<file path="src/rtl/uart_rx_fifo_pkg.sv">
// Shared definitions for the UART receive FIFO slice.
package uart_rx_fifo_pkg;

    localparam int unsigned UART_DATA_W = 8;

    typedef logic [UART_DATA_W-1:0] uartByte_t;

endpackage

</file>
<file path="src/rtl/uart_rx_fifo_if.sv">
// Receiver-side capture signals and consumer-side FWFT read handshake.
interface uart_rx_fifo_if;
    import uart_rx_fifo_pkg::*;

    logic      rxDone;
    logic      rxErr;
    uartByte_t rxByte;
    logic      rdEn;
    uartByte_t dataOut;
    logic      dataValid;

    modport master (
        output rxDone,
        output rxErr,
        output rxByte,
        output rdEn,
        input  dataOut,
        input  dataValid
    );

    modport slave (
        input  rxDone,
        input  rxErr,
        input  rxByte,
        input  rdEn,
        output dataOut,
        output dataValid
    );

endinterface

</file>
<file path="src/rtl/uart_rx_fifo_mem.sv">
// DEPTH x WIDTH register array: synchronous write, asynchronous read.
module uart_rx_fifo_mem #(
    parameter int unsigned DEPTH = 16,
    parameter int unsigned WIDTH = 8
) (
    input  logic                     clk,
    input  logic                     wrEn,
    input  logic [$clog2(DEPTH)-1:0] wrAddr,
    input  logic [WIDTH-1:0]         wrData,
    input  logic [$clog2(DEPTH)-1:0] rdAddr,
    output logic [WIDTH-1:0]         rdData
);

    logic [WIDTH-1:0] mem [DEPTH];

    // Storage write; contents are deliberately not reset.
    always_ff @(posedge clk) begin
        if (wrEn) begin
            mem[wrAddr] <= wrData;
        end
    end

    assign rdData = mem[rdAddr];

endmodule

</file>
<file path="src/rtl/uart_rx_fifo.sv">
// Byte FIFO behind the UART receiver: rxDone edge capture, error/overflow
// accounting and first-word-fall-through read.
module uart_rx_fifo
    import uart_rx_fifo_pkg::*;
#(
    parameter int unsigned DEPTH          = 16,
    parameter int unsigned KEEP_ERR_BYTES = 0,
    parameter int unsigned CNT_W          = 8
) (
    input  logic                     clk,
    input  logic                     reset,
    uart_rx_fifo_if.slave            rxIf,
    input  logic                     clearFlags,
    output logic                     full,
    output logic [$clog2(DEPTH):0]   count,
    output logic                     overflow,
    output logic [CNT_W-1:0]         errCount,
    output logic [CNT_W-1:0]         ovfCount
);

    localparam int unsigned AW = $clog2(DEPTH);

    logic [AW:0]  wrPtr;
    logic [AW:0]  rdPtr;
    logic         doneQ;
    logic         capture;
    logic         wrReq;
    logic         empty;
    logic         isFull;
    logic         pop;
    logic         wrEn;
    logic         ovfEvt;
    logic         errEvt;
    uartByte_t    memRd;

    // An event coinciding with clearFlags leaves the counter at one.
    function automatic logic [CNT_W-1:0] nextCnt(
        input logic [CNT_W-1:0] cur,
        input logic             evt,
        input logic             clr
    );
        logic [CNT_W-1:0] res;
        res = cur;
        if (evt && clr) begin
            res = CNT_W'(1);
        end else if (clr) begin
            res = '0;
        end else if (evt && (cur != '1)) begin
            res = cur + CNT_W'(1);
        end
        return res;
    endfunction

    // Capture, write-accept and flag-event decode.
    always_comb begin
        capture = rxIf.rxDone & ~doneQ;
        wrReq   = capture & (~rxIf.rxErr | (KEEP_ERR_BYTES != 0));
        empty   = (wrPtr == rdPtr);
        isFull  = (wrPtr[AW-1:0] == rdPtr[AW-1:0]) & (wrPtr[AW] != rdPtr[AW]);
        pop     = rxIf.rdEn & ~empty;
        // A pop on a full FIFO frees the slot the incoming byte lands in.
        wrEn    = wrReq & (~isFull | pop);
        ovfEvt  = wrReq & isFull & ~pop;
        errEvt  = capture & rxIf.rxErr;
    end

    // Pointers, edge-detect register, sticky flag and counters.
    always_ff @(posedge clk) begin
        if (reset) begin
            wrPtr    <= '0;
            rdPtr    <= '0;
            doneQ    <= 1'b0;
            overflow <= 1'b0;
            errCount <= '0;
            ovfCount <= '0;
        end else begin
            doneQ <= rxIf.rxDone;
            if (wrEn) begin
                wrPtr <= wrPtr + 1'b1;
            end
            if (pop) begin
                rdPtr <= rdPtr + 1'b1;
            end
            if (ovfEvt) begin
                overflow <= 1'b1;
            end else if (clearFlags) begin
                overflow <= 1'b0;
            end
            errCount <= nextCnt(errCount, errEvt, clearFlags);
            ovfCount <= nextCnt(ovfCount, ovfEvt, clearFlags);
        end
    end

    uart_rx_fifo_mem #(
        .DEPTH (DEPTH),
        .WIDTH (UART_DATA_W)
    ) uMem (
        .clk    (clk),
        .wrEn   (wrEn),
        .wrAddr (wrPtr[AW-1:0]),
        .wrData (rxIf.rxByte),
        .rdAddr (rdPtr[AW-1:0]),
        .rdData (memRd)
    );

    assign full           = isFull;
    assign count          = wrPtr - rdPtr;
    assign rxIf.dataValid = ~empty;
    assign rxIf.dataOut   = empty ? '0 : memRd;

endmodule

</file>
<file path="src/flat_wrapper.sv">
// flat-port wrapper written by rule: the top's interface ports become plain ports
module uart_rx_fifo_flat import uart_rx_fifo_pkg::*;
#(
    parameter int unsigned DEPTH          = 16,
    parameter int unsigned KEEP_ERR_BYTES = 0,
    parameter int unsigned CNT_W          = 8
)
  (clk, reset, clearFlags, full, count, overflow, errCount, ovfCount, rxIf_rxDone, rxIf_rxErr, rxIf_rxByte, rxIf_rdEn, rxIf_dataOut, rxIf_dataValid);
  uart_rx_fifo_if rxIf_i ();
  input  logic clk;
  input  logic reset;
  input  logic clearFlags;
  output logic full;
  output logic [$clog2(DEPTH):0] count;
  output logic overflow;
  output logic [CNT_W-1:0] errCount;
  output logic [CNT_W-1:0] ovfCount;
  input wire logic [$bits(rxIf_i.rxDone)-1:0] rxIf_rxDone;
  input wire logic [$bits(rxIf_i.rxErr)-1:0] rxIf_rxErr;
  input wire logic [$bits(rxIf_i.rxByte)-1:0] rxIf_rxByte;
  input wire logic [$bits(rxIf_i.rdEn)-1:0] rxIf_rdEn;
  output wire logic [$bits(rxIf_i.dataOut)-1:0] rxIf_dataOut;
  output wire logic [$bits(rxIf_i.dataValid)-1:0] rxIf_dataValid;
  assign rxIf_i.rxDone = rxIf_rxDone;
  assign rxIf_i.rxErr = rxIf_rxErr;
  assign rxIf_i.rxByte = rxIf_rxByte;
  assign rxIf_i.rdEn = rxIf_rdEn;
  assign rxIf_dataOut = rxIf_i.dataOut;
  assign rxIf_dataValid = rxIf_i.dataValid;
  uart_rx_fifo #(.DEPTH(DEPTH), .KEEP_ERR_BYTES(KEEP_ERR_BYTES), .CNT_W(CNT_W)) u_core (.clk(clk), .reset(reset), .rxIf(rxIf_i), .clearFlags(clearFlags), .full(full), .count(count), .overflow(overflow), .errCount(errCount), .ovfCount(ovfCount));
endmodule
</file>
<file path="config.mk">
export PLATFORM = sky130hd
export DESIGN_NAME = uart_rx_fifo_flat
export DESIGN_NICKNAME = d
export VERILOG_FILES = /design/src/rtl/uart_rx_fifo_pkg.sv /design/src/rtl/uart_rx_fifo_if.sv /design/src/rtl/uart_rx_fifo_mem.sv /design/src/rtl/uart_rx_fifo.sv /design/src/flat_wrapper.sv
export SDC_FILE = /design/constraint.sdc
export NUM_CORES = 1
export LEC_CHECK = 0
export ABC_AREA = 1
export CORE_ASPECT_RATIO = 0.8
export CORE_UTILIZATION = 35
export DETAILED_ROUTE_END_ITERATION = 6
export HOLD_SLACK_MARGIN = 0.03
export PLACE_DENSITY = 0.54
export SETUP_SLACK_MARGIN = 0.05
export SKIP_LAST_GASP = 1
export SYNTH_ARGS = -nofsm -noshare
export SYNTH_HDL_FRONTEND = slang
export SYNTH_HIERARCHICAL = 1
export SYNTH_SLANG_ARGS = --single-unit
</file>
<file path="constraint.sdc">
create_clock -name clk -period 2.7 [get_ports clk]
set_clock_uncertainty 0.05 [all_clocks]
set_input_delay 0.405 -clock clk [delete_from_list [all_inputs] [get_ports clk]]
set_output_delay 0.405 -clock clk [all_outputs]
set_load 0.01 [all_outputs]
</file>
==> impl_metrics.tcl, run 1 <==
set metrics [dict create \
    maxSlewViolCount 0 \
    worst_setup_path_start_kind "flop" \
    io_pins 46 \
    clock_sink_count 156 \
    die_width_um 163 \
    first_pass_grt_wire_length_mm 25.8 \
    rsz0062_at_grt "true" \
    worst_hold_path.endpoint "u_core/wrPtr[4]$_SDFFE_PP0P_" \
    holdPathStages 2 \
    drcViolationCount 0 \
    setup.worst_path.class "reg2out" \
    transition_time_at_the_pin_with_the_least_slew_margin_ps 696 \
    port-buffer-count 45 \
    min_period_ps 2650 \
    number_of_antenna_violations_at_the_first_check_in_global_routing 0 \
    synth.yosys.seq_area_share 0.603 \
    count_of_endpoints_failing_setup_in_the_final_report 0 \
    end_kind "primary output" \
    synth_seq_cells 156 \
    first_global_vias 4950 \
    clock_power_share 0.397 \
    synthArstFlopShare 0 \
    route.detailed.vias_per_inst 4.57 \
    hpwlAfterDp_mm 10.6 \
    yosys_warnings 6 \
    drt_iter0_drc 322 \
    wl_per_cell_um 14.2 \
    drive_above_1_share 0.107 \
    max-slew-margin-rel 0.534 \
    worst_slack_ps 54.5 \
    mappedNetlistArea_sq_um 7300 \
    grt_max_degree 59 \
    gp_congestion 0.805 \
    diodes 0 \
    p_comb_frac 0.165 \
    pwr_density_cell_nw_per_um2 680 \
    core_area_sq_um 20100 \
    hold_viol_final 0 \
    run_status "complete, no violations" \
    clk_pin_slew_worst_paths_ps 60 \
    globalRouteOverflowTotal 0 \
    net-switching-power_uw 1610 \
    nNetsFinal 895 \
    initial_core_util 0.362 \
    num-fill-cells 1952 \
    synth-edff-count 128 \
    period_share 0.980 \
    vias 5249 \
    power_leakage_uw 0.00376 \
    root_buffer_cell "sky130_fd_sc_hd__clkbuf_16" \
    crit_arrival_ps 2190 \
    detail-route-antenna-nets 0 \
    min-delay-start "u_core/wrPtr[4]$_SDFFE_PP0P_" \
    timing.rr.start "u_core/rdPtr[0]$_SDFFE_PP0P_" \
    tritoncts_clock_tree "yes" \
    netlist_instances 796 \
    synthFlopType "sky130_fd_sc_hd__edfxtp_1" \
    timing.fmax_ghz 0.378 \
    ctsHtreeMaxLevel 4 \
    area_growth_syn_to_layout_pct 21.3 \
    syn_avg_cell_area_sq_um 9.17 \
    die_height_um 131 \
    grt_util_all_layers 0.157 \
    switching_share 0.267 \
    critical_path.reg2reg.endpoint "u_core/uMem/mem[13][2]$_DFFE_PP_" \
    worst-r2r-cell-count 11 \
    post_placement_worst_setup_slack_ps 195 \
    timing.hold.worst.class "reg2reg" \
    cp_max_fo 6 \
    drt-total-wl_mm 16.3 \
    share_seq_of_total_power 0.438 \
    cap_violations 0 \
    clock_path_buffers 2 \
    worst_skew_pair.late_latency_ps 430 \
    fin_util 0.440 \
    rows 46 \
    power_report.internal_total_uw 4410 \
    cts_inserted_buffers 17 \
    dieArea_sq_um 21400 \
    vdd_ir_drop_max_uv 385 \
    drt-pass1-iter-count 4 \
    data_required_critical_path_ps 2250 \
    reg2reg_slack_ps 410 \
    post_synth_num_cell_types 31 \
    mappedNetlistNets 819 \
]
## metal layers
metal,GRT usage,vias up,wire length (um)
met4,0.0442,0,121
li1,-,2698,-
met1,0.214,2447,8100
met3,0.0404,8,732
met2,0.244,96,7360
met5,0,-,0
## flip-flops by register name, indices dropped and copies added, names as in the netlist
| name | cells |
|---|---|
| u_core/doneQ | 1 |
| u_core/errCount | 8 |
| u_core/rdPtr | 5 |
| u_core/uMem/mem | 128 |
| u_core/overflow | 1 |
| u_core/wrPtr | 5 |
| u_core/ovfCount | 8 |
## kinds of logic (layout without fill, tap and decap cells)
| logic type | Yosys count | after routing | share of synthesized area |
|---|---|---|---|
| simple gates | 415 | 415 | 0.244 |
| buf+inv | 169 | 258 | 0.0973 |
| flops | 156 | 156 | 0.603 |
| compound gates | 33 | 33 | 0.0226 |
| xor+xnor | 14 | 14 | 0.0168 |
| fa+ha+maj | 9 | 9 | 0.0165 |
## final cells by class
class	instances	area [sq um]	area share
clock buffer	21	493	0.0556
clock inverter	11	98.8	0.0112
inverter	143	541	0.0610
multi-input combinational	471	2220	0.250
sequential	156	4410	0.498
tap	264	330	0.0373
timing repair buffer	83	771	0.0870
## cell usage in the layout, fill, tap and decap left out, types with 2 or more instances in the layout
cell type,synthesis,routed
sky130_fd_sc_hd__inv_1,139,138
sky130_fd_sc_hd__dlygate4sd2_1,0,3
sky130_fd_sc_hd__nand3b_1,3,3
sky130_fd_sc_hd__buf_12,0,4
sky130_fd_sc_hd__clkbuf_16,0,20
sky130_fd_sc_hd__nor3_1,4,4
sky130_fd_sc_hd__nand3_1,112,112
sky130_fd_sc_hd__o21ai_1,1,2
sky130_fd_sc_hd__nand2_2,2,4
sky130_fd_sc_hd__xor2_1,13,13
sky130_fd_sc_hd__ha_4,0,2
sky130_fd_sc_hd__edfxtp_1,128,128
sky130_fd_sc_hd__buf_4,4,32
sky130_fd_sc_hd__ha_1,8,6
sky130_fd_sc_hd__inv_2,4,4
sky130_fd_sc_hd__clkdlybuf4s50_1,0,34
sky130_fd_sc_hd__nor2_1,50,50
sky130_fd_sc_hd__nand4_1,3,3
sky130_fd_sc_hd__a21oi_1,20,20
sky130_fd_sc_hd__dfxtp_1,28,26
sky130_fd_sc_hd__inv_4,0,6
sky130_fd_sc_hd__o21ai_0,12,11
sky130_fd_sc_hd__nand2_1,233,231
sky130_fd_sc_hd__clkbuf_2,0,6
sky130_fd_sc_hd__inv_6,0,3
## what timing repair did
action	4_1_cts	5_1_grt
cloned	0	1
endpoints found under the setup margin	11	10
buffers inserted	3	0
gates resized for setup	14	21
pin swaps	4	0
hold buffers	0	0
## worst max path at each step
stage                                            end  slack, ps                          from  depth (start not counted)
floorplan           u_core/uMem/mem[12][0]$_DFFE_PP_        390  u_core/wrPtr[0]$_SDFFE_PP0P_                         11
global placement                     rxIf_dataOut[4]        260  u_core/wrPtr[0]$_SDFFE_PP0P_                          8
detailed placement                   rxIf_dataOut[5]        200  u_core/wrPtr[0]$_SDFFE_PP0P_                          8
CTS                                  rxIf_dataOut[6]         -2  u_core/wrPtr[0]$_SDFFE_PP0P_                          9
global route                                count[4]          3  u_core/rdPtr[0]$_SDFFE_PP0P_                          7
finish                                      count[1]         50  u_core/rdPtr[0]$_SDFFE_PP0P_                          4
## critical path, stage by stage (launching register included)
cell and delay, ps:
sky130_fd_sc_hd__dfxtp_2 460, sky130_fd_sc_hd__ha_1 220, sky130_fd_sc_hd__inv_1 60, sky130_fd_sc_hd__fa_1 490
sky130_fd_sc_hd__clkdlybuf4s50_1 530
## power groups by stage
stage / logic [uW] / clock network (uW) / registers [uW]
2_1_floorplan: 595 / 0 / 2690
3_3_place_gp: 983 / 0 / 2690
3_5_place_dp: 980 / 0 / 2690
4_1_cts: 988 / 2440 / 2630
5_1_grt: 1110 / 2540 / 2640
6_report: 992 / 2390 / 2640
## cell usage after synthesis, types with 2 or more instances
master	n	area (sq um)
sky130_fd_sc_hd__inv_1	139	522
sky130_fd_sc_hd__edfxtp_1	128	3840
sky130_fd_sc_hd__o21ai_0	12	60.1
sky130_fd_sc_hd__a21oi_1	20	100
sky130_fd_sc_hd__nand2_2	2	12.5
sky130_fd_sc_hd__inv_2	4	15.0
sky130_fd_sc_hd__nand2_1	233	875
sky130_fd_sc_hd__nand4_1	3	18.8
sky130_fd_sc_hd__dfxtp_1	28	561
sky130_fd_sc_hd__nor2_1	50	188
sky130_fd_sc_hd__buf_6	6	67.6
sky130_fd_sc_hd__buf_2	13	65.1
sky130_fd_sc_hd__nand3b_1	3	22.5
sky130_fd_sc_hd__buf_4	4	30.0
sky130_fd_sc_hd__nor3_1	4	20.0
sky130_fd_sc_hd__xor2_1	13	114
sky130_fd_sc_hd__clkbuf_1	2	7.51
sky130_fd_sc_hd__nand3_1	112	561
sky130_fd_sc_hd__ha_1	8	100
## per-stage QoR
stage / std cells / TNS [ps] / power, uW / cell area [sq um] / hold slack (ps)
2_1_floorplan: 796 / 0 / 3280 / 7300 / 422
3_3_place_gp: 1113 / 0 / 3670 / 8220 / 439
3_5_place_dp: 1113 / 0 / 3670 / 8220 / 446
4_1_cts: 1148 / -2.28 / 6070 / 8840 / 456
5_1_grt: 1149 / 0 / 6280 / 8860 / 473
6_report: 1149 / 0 / 6020 / 8860 / 450
No activity file was read; power rests on OpenSTA's default activity.
==> run 2, diff against run 1 <==
--- a/config.mk
+++ b/config.mk
@@ -6,6 +6,7 @@
 export NUM_CORES = 1
 export LEC_CHECK = 0
 export ABC_AREA = 1
+export CAP_MARGIN = 20
 export CORE_ASPECT_RATIO = 0.8
 export CORE_UTILIZATION = 35
 export DETAILED_ROUTE_END_ITERATION = 6
==> results of run 2 <==
Final layout, timing and power as in run 1 (identical DEF).
